File: config.mk
export PLATFORM = sky130hd
export DESIGN_NAME = cnstr_table
export DESIGN_NICKNAME = d
export VERILOG_FILES = /design/src/rtl/cnstr_pkg.sv /design/src/rtl/cnstr_table.sv
export SDC_FILE = /design/constraint.sdc
export NUM_CORES = 1
export LEC_CHECK = 0
export CAP_MARGIN = 20
export CORE_MARGIN = 3
export CORE_UTILIZATION = 49
export DETAILED_ROUTE_END_ITERATION = 10
export PLACE_DENSITY = 0.75
export SYNTH_ARGS = -nofsm -noshare
export SYNTH_HDL_FRONTEND = slang
export SYNTH_SLANG_ARGS = --single-unit
File: constraint.sdc
create_clock -name clk -period 1.6 [get_ports clk]
set_input_delay 0.32 -clock clk [delete_from_list [all_inputs] [get_ports clk]]
set_output_delay 0.32 -clock clk [all_outputs]
set_load 0.05 [all_outputs]
File: src/rtl/cnstr_pkg.sv
// Shared types and the per-entry constraint evaluation used by the
// stream checker and its constraint table.
package cnstr_pkg;

  typedef enum logic [1:0] {
    CM_TRUE  = 2'd0,
    CM_NZ    = 2'd1,
    CM_IMPL  = 2'd2,
    CM_FALSE = 2'd3
  } cmode_t;

  typedef enum logic [1:0] {
    ST_LOAD = 2'd0,
    ST_EVAL = 2'd1,
    ST_DONE = 2'd2
  } st_t;

  function automatic logic cnstr_eval(input cmode_t mode, input logic nz_a, input logic nz_b);
    logic r;
    case (mode)
      CM_TRUE:  r = 1'b1;
      CM_NZ:    r = nz_a;
      CM_IMPL:  r = !nz_a || nz_b;
      CM_FALSE: r = 1'b0;
      default:  r = 1'b0;
    endcase
    return r;
  endfunction

endpackage

File: src/rtl/cnstr_table.sv
// Constraint table: NUM_CONS entries of {mode, a_idx, b_idx}, one write
// port, combinational read by entry index; resets to TRUE entries.
module cnstr_table
  import cnstr_pkg::*;
#(
  parameter int NUM_CONS = 4,
  parameter int IW       = 6,
  parameter int CW       = 2
) (
  input  logic            clk,
  input  logic            rst,
  input  logic            i_we,
  input  logic [CW-1:0]   i_widx,
  input  logic [2*IW+1:0] i_wdata,
  input  logic [CW-1:0]   i_ridx,
  output cmode_t          o_mode,
  output logic [IW-1:0]   o_a,
  output logic [IW-1:0]   o_b
);

  cmode_t        r_mode [NUM_CONS];
  logic [IW-1:0] r_a    [NUM_CONS];
  logic [IW-1:0] r_b    [NUM_CONS];

  logic w_wr_ok;
  assign w_wr_ok = i_we && (int'(i_widx) < NUM_CONS);

  always_ff @(posedge clk) begin
    if (rst) begin
      for (int i = 0; i < NUM_CONS; i++) begin
        r_mode[i] <= CM_TRUE;
        r_a[i]    <= '0;
        r_b[i]    <= '0;
      end
    end else if (w_wr_ok) begin
      r_mode[i_widx] <= cmode_t'(i_wdata[2*IW+1:2*IW]);
      r_a[i_widx]    <= i_wdata[2*IW-1:IW];
      r_b[i_widx]    <= i_wdata[IW-1:0];
    end
  end

  // Reader only ever presents indices below NUM_CONS.
  assign o_mode = r_mode[i_ridx];
  assign o_a    = r_a[i_ridx];
  assign o_b    = r_b[i_ridx];

endmodule

* Word level (Yosys, flattened, before mapping)
Memories as Yosys holds them, arrays and structs flattened.
Index checks and enable logic that the tools add are counted.
** Storage, ports and cells
- Flip-flop bits (word level) :: 0
- Latch bits :: 0
- Bits in writable memories :: 56
- Memory bits (read-only) :: 0
- Input port bits :: 21
- Output and inout port bits :: 14
- Logic and storage cells :: 20
- Memories :: 3
** Memories
- r_a :: words 4, width 6, read ports 1, clocked after Yosys merged registers in 0, write ports 4, line cnstr_table.sv:22 : logic [IW-1:0] r_a [NUM_CONS];
- r_b :: words 4, width 6, read ports 1, clocked after Yosys merged registers in 0, write ports 4, line cnstr_table.sv:23 : logic [IW-1:0] r_b [NUM_CONS];
- r_mode :: words 4, width 2, read ports 1, clocked after Yosys merged registers in 0, write ports 4, line cnstr_table.sv:21 : cmode_t r_mode [NUM_CONS];
** Operators by class
- Add/subtract/negate cells :: 0
- $mul :: 0
- Divide/modulo/power cells :: 0
- Order comparisons :: 0
- Equality and inequality tests :: 0
- Shift-type cells :: 0
- Mux-type cells :: 14
- Bitwise logic cells :: 0
- Reductions and logical operators :: 3
** Operators by type and width (number)
- $mux W6 :: 2
- $reduce_or A6 Y1 :: 2
- $mux W1 :: 8
- $mux W2 :: 4
- $reduce_or A2 Y1 :: 1

* Logic depth before layout (Yosys ltp)
- Depth in word-level cells :: 5
- Mapped depth :: 4
- Gate-level depth less buffers :: 2

* Worst setup path before layout
OpenSTA, ideal clock, no wires.
- Path kind :: input-to-reg
- Start :: in i_widx[0]
- End :: mem r_a[2][0] (enable)
- Library setup time :: 388 ps
- Arrival time :: 1331 ps
- Path slack :: -119 ps
- Stages on the path :: 3
- Buffers on the path :: 1
- Cells stage by stage :: buf_4 nand2b_1 o21bai_1
** RTL lines
- start: declaration :: line cnstr_table.sv:13 : input logic [CW-1:0] i_widx,
- end: declaration :: line cnstr_table.sv:22

* Worst setup path after layout
- Start :: mem r_b[3][4]
- End :: out o_b[4]
** Between the ends
- Cells in the longest elaborated chain, start to end :: 1
** RTL lines
- start: declaration :: line cnstr_table.sv:23
- $mem_v2 Z4 W6
- end: declaration :: line cnstr_table.sv:18 : output logic [IW-1:0] o_b
Every way passes these cells.

==> metrics <==
run status finished, violations left; failing checks setup timing; post-route worst setup slack -89.7 ps; origin of the worst min-delay path i_wdata[7]; top cells by count, synth sky130_fd_sc_hd__edfxtp_1, sky130_fd_sc_hd__and2_1, sky130_fd_sc_hd__mux4_2; tightest hold margin 727 ps; total core area 4880 um2; wire length of the first global-routing pass 8380 um; Cells on Worst Hold Path 2; largest net degree at the start of global routing 18; Int Power 2490 uW; peak clock frequency supported by timing 0.592 GHz; ANT cells 0; total half-perimeter wirelength after legalization and detailed placement 3390 um; M1 GR Usage 23.1%; Global Route Usage Sum 18.7%; critical path endpoint category output port; count of state elements after synthesis 56; met3 Resource Use GR 2.52%; hold_buf cts 0; Final Wtd Congestion 0.684; Clock Pin Slew Worst Setup and Hold Paths 100 ps; Max Buffers Root-to-Sink 2; Post-DP Area 3050 um2; GR met2 Demand/Resource 34.2%; die boundary height 78.2 um; most frequent cell after synthesis sky130_fd_sc_hd__edfxtp_1; Net Sw Frac 24.7%; worst setup path start r_b[3][4]; number of placement rows 25; Tightest Hold Check Type primary input to register; mean routed wirelength per cell 18.8 um; overall die area 6110 um2; count of flip-flops with a built-in enable after synthesis 56; LEAKAGE 0.00122 uW; clock period minus final worst setup slack 1690 ps; number of antenna-violating nets in the routed design 0; Critical Path Start Type register; # nets final 224; cell type contributing the most total cell area after synthesis sky130_fd_sc_hd__edfxtp_1; CTS sink count 56; ys async rst share 0%; Net Sw Power 814 uW; number of I/O pins 35; Synth Flop Type sky130_fd_sc_hd__edfxtp_1; H-tree depth 2; worst supply voltage drop on vdd 615 uV; final period utilization 106%; post-route total power 3300 uW; remaining design rule violation count 0; crit path kind register to output port; Syn Inst Count 152; share of cells above drive strength 1 31.4%; first-pass iteration count of the detailed router 4; total of fill cells in the finished design 344; width of the die 78.2 um; number of library cell types mapped by synthesis 20; Logic pwr share 18.6%; final wirelength 5090 um; max-cap check violation count 0; most utilized layer in the global route result met2; clock network fraction of design power 28.1%; Avg Cell Area, Syn 16.8 um2; via count of the first global-routing pass 1,543; area growth from synthesis to layout 27.7%; antenna violations before repair 0; areal power density over the cells 1010 nW/um2; count of buffers from port buffering 34; register area share after synthesis 65.9%; setup violators final 14; GRT Residual Overflow 0; fraction of synthesized cell area taken by the top area cell type 65.9%; Pins Over Slew Limit 0; share of power burned in registers 53.3%; CTS tree done; maximum fanout count along the critical path 1; via count of the routed design 1,403; Synth Net Count 173; via density per instance 5.18; warning count from the yosys run 0; RSZ-0062 raised after global routing yes; transition at the pin with the smallest max-transition slack 519 ps; end point of the most critical hold path r_a[0][1]; relative max-transition margin 65.3%; Required @ worst endpoint 1280 ps; Arrival @ worst endpoint 1370 ps; violation count after the first detailed-route iteration 171; leading cell types by total area after synthesis sky130_fd_sc_hd__edfxtp_1, sky130_fd_sc_hd__and2_1, sky130_fd_sc_hd__mux4_2; final hold violation count 0; clock tree root buffer cell sky130_fd_sc_hd__clkbuf_8; area of the mapped netlist 2550 um2; finished layout cell area 3260 um2; starting density of the core 52.3%; Num CTS Buffers 5; share of the core filled with cells in the final layout 66.8%; number of setup buffers added after CTS 0
per-stage QoR:
stage / setup TNS (ps) / std cells / worst slack [ps]
CTS: -1050 / 271 / -102
finish: -923 / 271 / -89.7
global route: -1520 / 271 / -127
detailed placement: -22940 / 261 / -505
floorplan: -3340 / 152 / -119
global placement: -19500 / 261 / -497
timing repair:
| action | 4_1_cts | 5_1_grt |
|---|---|---|
| gates cloned | 2 | 0 |
| pin swaps | 0 | 0 |
| endpoints found under the setup margin | 25 | 14 |
| resized for setup | 29 | 0 |
worst max-delay path: stages, from the launching register on:
cell                       delay [ps]
sky130_fd_sc_hd__edfxtp_1         390
sky130_fd_sc_hd__mux4_2           500
sky130_fd_sc_hd__buf_6            170
sequential cells by signal, summed over array words and instances (netlist names):
name    count
r_a        24
r_b        24
r_mode      8
cells in the final DEF, fill, tap and decap left out, drive strengths merged:
master         instances
nor4b                  1
clkdlybuf4s15          1
nor3                   3
nand3b                 3
o21bai                 2
mux4                  14
clkdlybuf4s50         18
and4bb                 2
inv                    5
edfxtp                56
bufbuf                 1
nor2                   6
bufinv                 1
nor2b                  1
nand2b                 3
and2                  44
clkbuf                 6
buf                   35
a31o                   2
how the worst max path moves through the flow:
stage | end | slack (ps)
floorplan | r_a[2][0] | -120
global placement | o_b[0] | -500
detailed placement | o_mode[1] | -510
CTS | o_b[4] | -100
global route | o_mode[0] | -130
finish | o_b[4] | -90
power groups by stage:
stage / combinational, uW / sequential (uW) / clock [uW]
3_5_place_dp: 560 / 1790 / 0
2_1_floorplan: 349 / 1780 / 0
3_3_place_gp: 549 / 1780 / 0
6_report: 615 / 1760 / 928
5_1_grt: 647 / 1770 / 1000
4_1_cts: 621 / 1760 / 936
cells by family after synthesis:
family	Yosys count	synth area share, %
buf+inv	15	3.87
compound gates	4	1.27
simple gates	63	16.0
flops	56	65.9
mux	14	12.9
area by class of cell:
class	count	area [um2]	area share, %
multi-input combinational	81	759	23.3
clock inverter	2	38.8	1.19
tap	67	83.8	2.57
clock buffer	6	72.6	2.23
sequential	56	1680	51.6
timing repair buffer	55	609	18.7
inverter	4	15.0	0.460
routing by layer:
metal | vias up | share of wire (%)
met1 | 699 | 40
met3 | 5 | 3.4
met5 | - | 0
li1 | 666 | -
met2 | 33 | 56
met4 | 0 | 0.86
No activity file was read; power rests on OpenSTA's default activity.
